==> src/rtl/fp_norm_seq_pkg.sv <==
`default_nettype none
// +----------------------------------------------------------------------+
// | Module   : fp_norm_seq_pkg                                           |
// | Purpose  : Shared widths, constants and FSM state encoding for the   |
// |            sequential floating-point normaliser.                     |
// | Revision : 1.0 - initial release                                     |
// +----------------------------------------------------------------------+
package fp_norm_seq_pkg;

  localparam int EXP_W = 8;
  localparam int MAN_W = 25;
  localparam logic [EXP_W-1:0] EXP_MAX = 8'hFF;

  typedef enum logic [1:0] {
    IDLE = 2'd0,
    NORM = 2'd1,
    DONE = 2'd2
  } state_t;

endpackage
`default_nettype wire

==> src/rtl/exp_step.sv <==
`default_nettype none
// +----------------------------------------------------------------------+
// | Module   : exp_step                                                  |
// | Purpose  : Exponent increment/decrement by one, built as a ripple of |
// |            full-adder cells. dec_i=0 adds 1, dec_i=1 subtracts 1.    |
// |            co_o is carry-out on increment, borrow-out on decrement.  |
// | Revision : 1.0 - initial release                                     |
// +----------------------------------------------------------------------+
module exp_step
  import fp_norm_seq_pkg::*;
(
  input  logic [EXP_W-1:0] a_i,
  input  logic             dec_i,
  output logic [EXP_W-1:0] y_o,
  output logic             co_o
);

  // Decrement is done as a + 0xFF (two's complement of 1).
  logic [EXP_W-1:0] w_b;
  logic [EXP_W:0]   w_c;

  assign w_b    = {EXP_W{dec_i}} | {{(EXP_W-1){1'b0}}, 1'b1};
  assign w_c[0] = 1'b0;

  genvar gi;
  generate
    for (gi = 0; gi < EXP_W; gi++) begin : g_bit
      assign y_o[gi]    = a_i[gi] ^ w_b[gi] ^ w_c[gi];
      assign w_c[gi+1]  = (a_i[gi] & w_b[gi]) | (w_c[gi] & (a_i[gi] ^ w_b[gi]));
    end
  endgenerate

  // A missing carry on the add-0xFF path means the subtraction borrowed.
  assign co_o = dec_i ? ~w_c[EXP_W] : w_c[EXP_W];

endmodule
`default_nettype wire

==> src/rtl/fp_norm_seq.sv <==
`default_nettype none
// +----------------------------------------------------------------------+
// | Module   : fp_norm_seq                                               |
// | Purpose  : Sequential post-add normaliser. Captures a raw mantissa   |
// |            sum, fixes a carry with one right shift or normalises     |
// |            with one left shift per cycle, and reports zero,          |
// |            overflow, underflow and sticky status.                    |
// | Options  : FP_NORM_STICKY_EN - keep a sticky bit of right-shifted    |
// |            out mantissa bits; otherwise sticky is tied to 0.         |
// | Revision : 1.0 - initial release                                     |
// +----------------------------------------------------------------------+
module fp_norm_seq
  import fp_norm_seq_pkg::*;
(
  input  logic             clk,
  input  logic             rst_n,
  input  logic             in_valid,
  output logic             in_ready,
  input  logic             sign_in,
  input  logic [EXP_W-1:0] exp_in,
  input  logic [MAN_W-1:0] man_in,
  output logic             out_valid,
  input  logic             out_ready,
  output logic             sign_out,
  output logic [EXP_W-1:0] exp_out,
  output logic [MAN_W-3:0] man_out,
  output logic             zero,
  output logic             overflow,
  output logic             underflow,
  output logic             sticky
);

  state_t           state_q, state_d;
  logic             sign_q, sign_d;
  logic [EXP_W-1:0] exp_q, exp_d;
  logic [MAN_W-1:0] man_q, man_d;
  logic             zero_q, zero_d;
  logic             ovf_q, ovf_d;
  logic             unf_q, unf_d;

  logic [EXP_W-1:0] w_step_y;
  logic             w_step_co;

  // A carry needs an increment; every other NORM step that touches the
  // exponent is a decrement.
  exp_step u_exp_step (
    .a_i   (exp_q),
    .dec_i (~man_q[MAN_W-1]),
    .y_o   (w_step_y),
    .co_o  (w_step_co)
  );

  // Next-state and datapath decisions; NORM resolves one priority step per cycle.
  always_comb begin
    state_d = state_q;
    sign_d  = sign_q;
    exp_d   = exp_q;
    man_d   = man_q;
    zero_d  = zero_q;
    ovf_d   = ovf_q;
    unf_d   = unf_q;
    case (state_q)
      IDLE: begin
        if (in_valid) begin
          sign_d  = sign_in;
          exp_d   = exp_in;
          man_d   = man_in;
          zero_d  = 1'b0;
          ovf_d   = 1'b0;
          unf_d   = 1'b0;
          state_d = NORM;
        end
      end
      NORM: begin
        if (man_q == '0) begin
          zero_d  = 1'b1;
          exp_d   = '0;
          man_d   = '0;
          state_d = DONE;
        end else if (man_q[MAN_W-1]) begin
          // Incrementing into (or past) the all-ones exponent overflows.
          if (w_step_co || (w_step_y == EXP_MAX)) begin
            ovf_d = 1'b1;
            exp_d = EXP_MAX;
            man_d = '0;
          end else begin
            exp_d = w_step_y;
            man_d = man_q >> 1;
          end
          state_d = DONE;
        end else if (man_q[MAN_W-2]) begin
          // A zero exponent with the hidden bit set is promoted to 1.
          if (exp_q == '0) begin
            exp_d = {{(EXP_W-1){1'b0}}, 1'b1};
          end
          state_d = DONE;
        end else if (exp_q <= {{(EXP_W-1){1'b0}}, 1'b1}) begin
          unf_d   = 1'b1;
          exp_d   = '0;
          state_d = DONE;
        end else begin
          man_d = man_q << 1;
          exp_d = w_step_y;
        end
      end
      DONE: begin
        if (out_ready) begin
          state_d = IDLE;
        end
      end
      default: begin
        state_d = IDLE;
      end
    endcase
  end

  // State and datapath registers, cleared by synchronous reset.
  always_ff @(posedge clk) begin
    if (!rst_n) begin
      state_q <= IDLE;
      sign_q  <= 1'b0;
      exp_q   <= '0;
      man_q   <= '0;
      zero_q  <= 1'b0;
      ovf_q   <= 1'b0;
      unf_q   <= 1'b0;
    end else begin
      state_q <= state_d;
      sign_q  <= sign_d;
      exp_q   <= exp_d;
      man_q   <= man_d;
      zero_q  <= zero_d;
      ovf_q   <= ovf_d;
      unf_q   <= unf_d;
    end
  end

`ifdef FP_NORM_STICKY_EN
  logic sticky_q, sticky_d;

  // Sticky collects the bit lost by the carry right shift; cleared at capture.
  always_comb begin
    sticky_d = sticky_q;
    if ((state_q == IDLE) && in_valid) begin
      sticky_d = 1'b0;
    end else if ((state_q == NORM) && (man_q != '0) && man_q[MAN_W-1]) begin
      sticky_d = sticky_q | man_q[0];
    end
  end

  // Sticky register.
  always_ff @(posedge clk) begin
    if (!rst_n) begin
      sticky_q <= 1'b0;
    end else begin
      sticky_q <= sticky_d;
    end
  end

  assign sticky = sticky_q;
`else
  assign sticky = 1'b0;
`endif

  assign in_ready  = (state_q == IDLE);
  assign out_valid = (state_q == DONE);
  assign sign_out  = sign_q;
  assign exp_out   = exp_q;
  assign man_out   = man_q[MAN_W-3:0];
  assign zero      = zero_q;
  assign overflow  = ovf_q;
  assign underflow = unf_q;

endmodule
`default_nettype wire

==> config.mk <==
export PLATFORM = sky130hd
export DESIGN_NAME = fp_norm_seq
export DESIGN_NICKNAME = d
export VERILOG_FILES = /design/src/rtl/fp_norm_seq_pkg.sv /design/src/rtl/exp_step.sv /design/src/rtl/fp_norm_seq.sv
export SDC_FILE = /design/constraint.sdc
export NUM_CORES = 1
export LEC_CHECK = 0
export BUFFER_PORTS_ARGS = -buffer_cell sky130_fd_sc_hd__buf_2
export CORE_ASPECT_RATIO = 1.25
export CORE_MARGIN = 5
export CORE_UTILIZATION = 35
export CTS_BUF_LIST = sky130_fd_sc_hd__clkbuf_4
export CTS_CLUSTER_SIZE = 28
export DETAILED_ROUTE_END_ITERATION = 8
export HOLD_SLACK_MARGIN = 0.06
export PLACE_DENSITY_LB_ADDON = 0.08
export SLEW_MARGIN = 10
export SYNTH_ARGS = -nofsm -noshare
export SYNTH_HDL_FRONTEND = slang
export SYNTH_SLANG_ARGS = --single-unit
==> constraint.sdc <==
create_clock -name clk -period 5.2 [get_ports clk]
set_input_delay 1.04 -clock clk [delete_from_list [all_inputs] [get_ports clk]]
set_output_delay 1.04 -clock clk [all_outputs]
set_load 0.01 [all_outputs]
======== After elaboration in Yosys (flattened, before gate mapping) ========
Cells that the tools add are included.
word-level totals
  bits in registers ....................... 39
  bits of input ports ..................... 38
  output and inout bits ................... 38
operators by class
  order comparisons ....................... 1
  equality and inequality tests ........... 16
  multiplexer cells ....................... 35
  bitwise gates (word level) .............. 38
  reductions and logical operators ........ 13
operators with widths
  operator              count
  $mux W25              3
  $mux W24              3
  $mux W8               7
  $pmux W25 S2          1
  $logic_not A25 Y1     1
  $ne A2 B2 Y1 const B  8
  $pmux W8 S2           1
  $and A1 B1 Y1         14
  $xor A1 B1 Y1         14
  $mux W2               6
  $mux W1               10
  $ne A5 B5 Y1 const B  2
  $reduce_and A3 Y1     3
  $eq A8 B8 Y1 const B  1
  $le A8 B1 Y1 const B  1
  $logic_not A8 Y1      1
  $ne A4 B4 Y1 const B  2
  $or A1 B1 Y1          7
  $pmux W1 S2           3
  $pmux W2 S3           1
  $reduce_and A6 Y1     1
  $reduce_and A5 Y1     1
  $reduce_and A2 Y1     2
  $reduce_and A4 Y1     1
  other kinds (7)       9

======== Logic depth before layout (Yosys ltp) ========
  depth in word-level cells ............... 23
  gate-level depth with buffers ........... 16
  mapped depth without buffers ............ 14

======== By module ========
A second synthesis with hierarchy kept.
second synthesis, totals
  cells, all modules ...................... 298
  area, all modules ....................... 2,568.7 sq um
modules (own cells, without submodules)
  module       instances  cells an instance  area each (sq um)  sequential area each (sq um)
  fp_norm_seq  1          282                2,389.8            780.7
  exp_step     1          16                 178.9              0.0

======== Worst setup path after synthesis ========
No wires, ideal clock.
  kind .................................... register to register
  start ................................... register man_q[24]
  end ..................................... register man_q[10]
  setup time .............................. 0.128 ns
  data arrival time ....................... 4.418 ns
  data required time ...................... 5.072 ns
  slack ................................... 0.654 ns
  cell stages (with the launch flop) ...... 17
  path buffers ............................ 2
  clock period less this slack ............ 4.546 ns
  cell sequence ........................... dfxtp_1 > buf_4 > inv_1 > fa_1 > fa_1 > fa_1 > fa_1 > fa_1 > fa_1 > inv_1 > fa_1 > nand4b_1 > o211a_1 > and3_1 > buf_2 > nand2_1 > a32oi_1
between the ends
  longest elaborated chain between the ends .. 23
  elaborated cells between the ends (all ways) .. 48
ends and longest elaborated chain
  item                    line                            source
  from (decl)             fp_norm_seq.sv:36               logic [MAN_W-1:0] man_q, man_d;
  from (signal assigned)  fp_norm_seq.sv:131              man_q <= man_d;
  $not A1 Y1              fp_norm_seq.sv:48               .dec_i (~man_q[MAN_W-1]),
  $xor A1 B1 Y1           exp_step.sv:28, exp_step.sv:29
  $and A1 B1 Y1           exp_step.sv:29                  assign w_c[gi+1] = (a_i[gi] & w_b[gi]) | (w_c[gi] & (a_i[gi] ^ w_b[gi]));
  $or A1 B1 Y1            exp_step.sv:29
  $and A1 B1 Y1           exp_step.sv:29
  $or A1 B1 Y1            exp_step.sv:29
  $and A1 B1 Y1           exp_step.sv:29
  $or A1 B1 Y1            exp_step.sv:29
  [... 7 more ...]        -
  $or A1 B1 Y1            exp_step.sv:29
  $not A1 Y1              exp_step.sv:34                  assign co_o = dec_i ? ~w_c[EXP_W] : w_c[EXP_W];
  $mux W1                 exp_step.sv:34
  $logic_or A1 B1 Y1      fp_norm_seq.sv:82               if (w_step_co || (w_step_y == EXP_MAX)) begin
  $mux W24                fp_norm_seq.sv:82
  $mux W25                fp_norm_seq.sv:80               end else if (man_q[MAN_W-1]) begin
  $mux W25                fp_norm_seq.sv:75               if (man_q == '0) begin
  $pmux W25 S2            fp_norm_seq.sv:62               case (state_q)
Parallel ways exist; a longest one is shown, timed or not.
A chain may end at the register's enable or synchronous reset.

======== Worst setup path after layout ========
  start ................................... register exp_q[0], in the netlist exp_out[0]
  end ..................................... register man_q[2]
between the ends
  longest elaborated chain between the ends .. 21
  elaborated cells between the ends (all ways) .. 33
ends and longest elaborated chain
  item                    line                source
  from (decl)             fp_norm_seq.sv:35   logic [EXP_W-1:0] exp_q, exp_d;
  from (signal assigned)  fp_norm_seq.sv:130  exp_q <= exp_d;
  $and A1 B1 Y1           exp_step.sv:29
  $or A1 B1 Y1            exp_step.sv:29
  $and A1 B1 Y1           exp_step.sv:29
  $or A1 B1 Y1            exp_step.sv:29
  $and A1 B1 Y1           exp_step.sv:29
  $or A1 B1 Y1            exp_step.sv:29
  $and A1 B1 Y1           exp_step.sv:29
  $or A1 B1 Y1            exp_step.sv:29
  [... 5 more ...]        -
  $or A1 B1 Y1            exp_step.sv:29
  $not A1 Y1              exp_step.sv:34
  $mux W1                 exp_step.sv:34
  $logic_or A1 B1 Y1      fp_norm_seq.sv:82
  $mux W24                fp_norm_seq.sv:82
  $mux W25                fp_norm_seq.sv:80
  $mux W25                fp_norm_seq.sv:75
  $pmux W25 S2            fp_norm_seq.sv:62
Parallel ways exist; a longest one is shown, timed or not.

==> reports/results.env <==
CLOCKROOTBUFFER='sky130_fd_sc_hd__clkbuf_4'
HOLD_VIO_CNT_FINAL=0
R2R_SLACK_NS=0.65
PLACE_HPWL_MICRONS=5100
INITIAL_CORE_UTIL_PCT=36.2
WORST_HOLD_PATH.NUM_CELLS=2
CORE-AREA_SQ_UM=7020
WORSTREG2REGEND='man_q[2]$_SDFFE_PN0P_'
YOSYS.CELL_TYPES.COUNT=49
DRV.MAX_CAP_VIOLATION_COUNT=0
SYN-NUM-NETS=363
LAYOUT-AREA-OVERHEAD-VS-SYNTH_PCT=10.4
FILLERINSTANCES=793
CLOCK.FMAX_MHz=220
FIRST_PASS_GRT_WIRE_LENGTH_MICRONS=11900
SETUP-TNS-FINAL_NS=0
WORST_R2R_PATH_DEPTH=13
STD_CELL_ROWS=34
FINALSETUPVIOLATIONS=0
CLOCK_SINK_COUNT=39
FINALWEIGHTEDCONGESTION=0.836
NETLIST_TOP_CELLS_AREA='sky130_fd_sc_hd__dfxtp_1 31%, sky130_fd_sc_hd__o21ai_0 11%, sky130_fd_sc_hd__buf_4 8.6%'
HOLD_CRIT_CLASS='reg -> reg'
INSERTION_DELAY_NS=0.34
DIE_AREA_SQ_UM=9080
INITIALDRTVIOLATIONCOUNT=62
AVGROUTEDWIREPERCELL_MICRONS=15.8
FLOORPLAN.DIE.WIDTH_MICRONS=86.2
MAX_SLEW.WORST_PIN.SLEW_NS=0.877
PORTBUFFERS=74
MAX-CLOCK-PATH-BUFFERS=2
SYNTH-EDFF-COUNT=0
CRITICALPATHCATEGORY='reg -> reg'
RUN_STATUS='completed'
GRT-OVFL-TOTAL=0
CTS_MADE_BUFFERS=5
POST-ROUTE-MIN-PERIOD_NS=4.55
PIN_COUNT_OF_THE_BIGGEST_NET_ENTERING_GLOBAL_ROUTING=29
TIMING.MAX_SLEW.REL_SLACK_PCT=41.5
DATA_ARRIVAL_CRITICAL_PATH_NS=4.78
CTS-HTREE-LEVELS=2
P_LEAK_nW=1.15
DATA_REQUIRED_TIME_OF_THE_WORST_PATH_NS=5.42
HOLD_START='sign_out$_SDFFE_PN0P_'
GRT_SETUP_UNREPAIRED='no'
FINAL_NETS=401
DRTPASS1ITERATIONS=4
YOSYS_WARNINGS=0
SYNTH-SEQ-CELLS=39
FINALCLOCKSKEW_NS=0.00648
DRC_ERRORS=0
SYNTH.LARGEST_AREA_CELL='sky130_fd_sc_hd__dfxtp_1'
SYNTH.AVG_CELL_AREA_SQ_UM=8.05
DIE_HEIGHT_MICRONS=105
HOLDWS_NS=0.489
FINAL_CELL_AREA_SQ_UM=2810
SYNTH_CELLS=316
NETLIST_AREA_SQ_UM=2540
FIRST_GLOBAL_VIAS=2348
FINAL.PERIOD_UTILIZATION_PCT=87.6
TRACK_USAGE_PCT=16.1
DRT-TOTAL-WL_MICRONS=7010
CLOCK_TRANSITION_AT_PATH_REGS_NS=0.12
SYNTHDOMINANTCELLAREASHARE_PCT=30.7
KIND_OF_END_POINT_OF_THE_CRITICAL_PATH='flip-flop'
WORST_HOLD_PATH.ENDPOINT='sign_out$_SDFFE_PN0P_'
RR_STARTPOINT='exp_out[0]$_SDFFE_PN0P_'
ANTENNA_FOUND_INITIAL=0
CELLPOWERDENSITY_nW_PER_UM2=330
NUM_IO_PINS=76
VIAS=2352
CTS_HOLD_BUFFERS=0
SYNTH_TOP_FLOP_CELL='sky130_fd_sc_hd__dfxtp_1'
NUMBER_OF_MAX_SLEW_VIOLATIONS_IN_THE_FINAL_REPORT=0
ASYNCSETRESETFLOPFRACSYNTH_PCT=0
NUMBER_OF_ANTENNA_REPAIR_DIODES=0
DETAILED_PLACE.AREA_SQ_UM=2750
VDD_DROP_MAX_mV=0.120
NUMBER_OF_VIAS_PER_CELL_AFTER_DETAILED_ROUTING=5.29
POST_CTS_RESIZED=0
ANTENNA_LEFT=0
CRIT_FANOUT=22
SEQ_AREA_FRAC_SYNTH_PCT=30.7
CRIT_PATH_START_KIND='flip-flop'
CTS_TREE='built'
LAYOUT-DRIVE-GT1-SHARE_PCT=26.5
POST-CTS-SETUP-BUFFERS=0
==> cell type report <==
class / instances / area (sq um) / share of cell area, %
Multi-Input combinational cell: 202 / 1350 / 48.2
Sequential cell: 39 / 781 / 27.8
Timing Repair Buffer: 77 / 393 / 14.0
Tap cell: 90 / 113 / 4.01
Inverter: 29 / 109 / 3.88
Clock buffer: 7 / 52.6 / 1.87
Clock inverter: 1 / 5.00 / 0.178
==> registers in the layout, indices dropped and copies added, names as in the netlist <==
name and count:
overflow 1, zero 1, state_q 2, underflow 1
exp_out 8, man_q 25, sign_out 1
==> metrics by stage <==
stage	utilization [%]	cells	power (mW)	setup slack, ns
2_1_floorplan	-	316	0.694	0.654
3_3_place_gp	39.2	437	0.778	0.672
3_5_place_dp	39.2	437	0.777	0.645
4_1_cts	40.0	445	0.945	0.627
5_1_grt	40.0	445	1.02	0.414
6_report	40.0	445	0.927	0.646
==> synth_stat cells (2+ instances only) <==
cell type	count
sky130_fd_sc_hd__a32oi_1	23
sky130_fd_sc_hd__a21oi_1	5
sky130_fd_sc_hd__o21bai_1	6
sky130_fd_sc_hd__nor4_1	5
sky130_fd_sc_hd__nand2_1	35
sky130_fd_sc_hd__and2_1	4
sky130_fd_sc_hd__buf_2	6
sky130_fd_sc_hd__mux2i_1	2
sky130_fd_sc_hd__clkbuf_1	8
sky130_fd_sc_hd__dfxtp_1	39
sky130_fd_sc_hd__o211a_1	2
sky130_fd_sc_hd__fa_1	7
sky130_fd_sc_hd__a21boi_0	4
sky130_fd_sc_hd__nor2b_1	3
sky130_fd_sc_hd__inv_1	29
sky130_fd_sc_hd__nand2b_1	4
sky130_fd_sc_hd__nand4_1	2
sky130_fd_sc_hd__clkbuf_2	2
sky130_fd_sc_hd__ha_1	2
sky130_fd_sc_hd__nor3b_1	3
sky130_fd_sc_hd__nor2_1	3
sky130_fd_sc_hd__a31oi_1	7
sky130_fd_sc_hd__nand3_1	3
sky130_fd_sc_hd__and3_1	3
sky130_fd_sc_hd__a41oi_1	2
sky130_fd_sc_hd__o21ai_0	56
sky130_fd_sc_hd__buf_4	29
==> worst max-delay path by stage <==
stage                                  startpoint  cells past startpoint                endpoint  slack, ns
final                     exp_out[0]$_SDFFE_PN0P_                     13   man_q[2]$_SDFFE_PN0P_       0.65
after global routing      exp_out[0]$_SDFFE_PN0P_                     13   man_q[6]$_SDFFE_PN0P_       0.41
after CTS                 exp_out[0]$_SDFFE_PN0P_                     13   man_q[2]$_SDFFE_PN0P_       0.63
after detailed placement  exp_out[0]$_SDFFE_PN0P_                     13   man_q[2]$_SDFFE_PN0P_       0.65
after global placement     man_q[24]$_SDFFE_PN0P_                     14  man_q[16]$_SDFFE_PN0P_       0.67
after floorplan            man_q[24]$_SDFFE_PN0P_                     16  man_q[10]$_SDFFE_PN0P_       0.65
==> metal layers <==
layer | up-vias | GRT usage [%] | routed length [microns]
met1 | 1119 | 21.0 | 3110
met5 | - | 0 | 0
met4 | 0 | 3.90 | 76
li1 | 1176 | - | -
met2 | 51 | 27.3 | 3510
met3 | 6 | 2.89 | 310
==> cells in the final DEF (no fill, tap or decap), types with 2 or more instances in the layout <==
master	count
sky130_fd_sc_hd__a32oi_1	23
sky130_fd_sc_hd__nand4_1	2
sky130_fd_sc_hd__a21boi_0	4
sky130_fd_sc_hd__nor2_1	3
sky130_fd_sc_hd__ha_1	2
sky130_fd_sc_hd__o21bai_1	6
sky130_fd_sc_hd__and3_1	3
sky130_fd_sc_hd__nand2b_1	4
sky130_fd_sc_hd__nand3_1	3
sky130_fd_sc_hd__inv_1	29
sky130_fd_sc_hd__and2_1	4
sky130_fd_sc_hd__nor4_1	5
sky130_fd_sc_hd__dfxtp_1	39
sky130_fd_sc_hd__nor3b_1	3
sky130_fd_sc_hd__buf_4	3
sky130_fd_sc_hd__o21ai_0	56
sky130_fd_sc_hd__fa_1	7
sky130_fd_sc_hd__o211a_1	2
sky130_fd_sc_hd__mux2i_1	2
sky130_fd_sc_hd__a21oi_1	5
sky130_fd_sc_hd__a31oi_1	7
sky130_fd_sc_hd__nand2_1	35
sky130_fd_sc_hd__a41oi_1	2
sky130_fd_sc_hd__nor2b_1	3
sky130_fd_sc_hd__buf_2	74
sky130_fd_sc_hd__clkbuf_4	7
==> cell families after synthesis <==
logic type               count (synthesis)  synth area share, %
multiplexers                             2                0.787
buffers and inverters                   75                 16.0
other                                    1                0.147
flip-flops                              39                 30.7
AND/OR/NAND/NOR                         72                 15.1
adder cells (fa/ha/maj)                  9                 6.50
AO/OA/AOI/OAI                          118                 30.8
==> where the power goes <==
part	internal [mW]	switching [mW]	leakage, nW
combinational	0.145	0.204	0.796
sequential	0.347	0.0675	0.323
clock	0.0633	0.102	0.0361
total	0.555	0.373	1.15
==> worst max-delay path, stage by stage (launching register included) <==
cell and delay (ns):
sky130_fd_sc_hd__dfxtp_1 0.39, sky130_fd_sc_hd__fa_1 0.45, sky130_fd_sc_hd__fa_1 0.38, sky130_fd_sc_hd__fa_1 0.38, sky130_fd_sc_hd__fa_1 0.39, sky130_fd_sc_hd__fa_1 0.39
sky130_fd_sc_hd__fa_1 0.36, sky130_fd_sc_hd__inv_1 0.08, sky130_fd_sc_hd__fa_1 0.42, sky130_fd_sc_hd__nand4b_1 0.20, sky130_fd_sc_hd__o211a_1 0.27, sky130_fd_sc_hd__and3_1 0.46
sky130_fd_sc_hd__nand2_1 0.17, sky130_fd_sc_hd__a32oi_1 0.10
(Power assumes the default switching activity.)
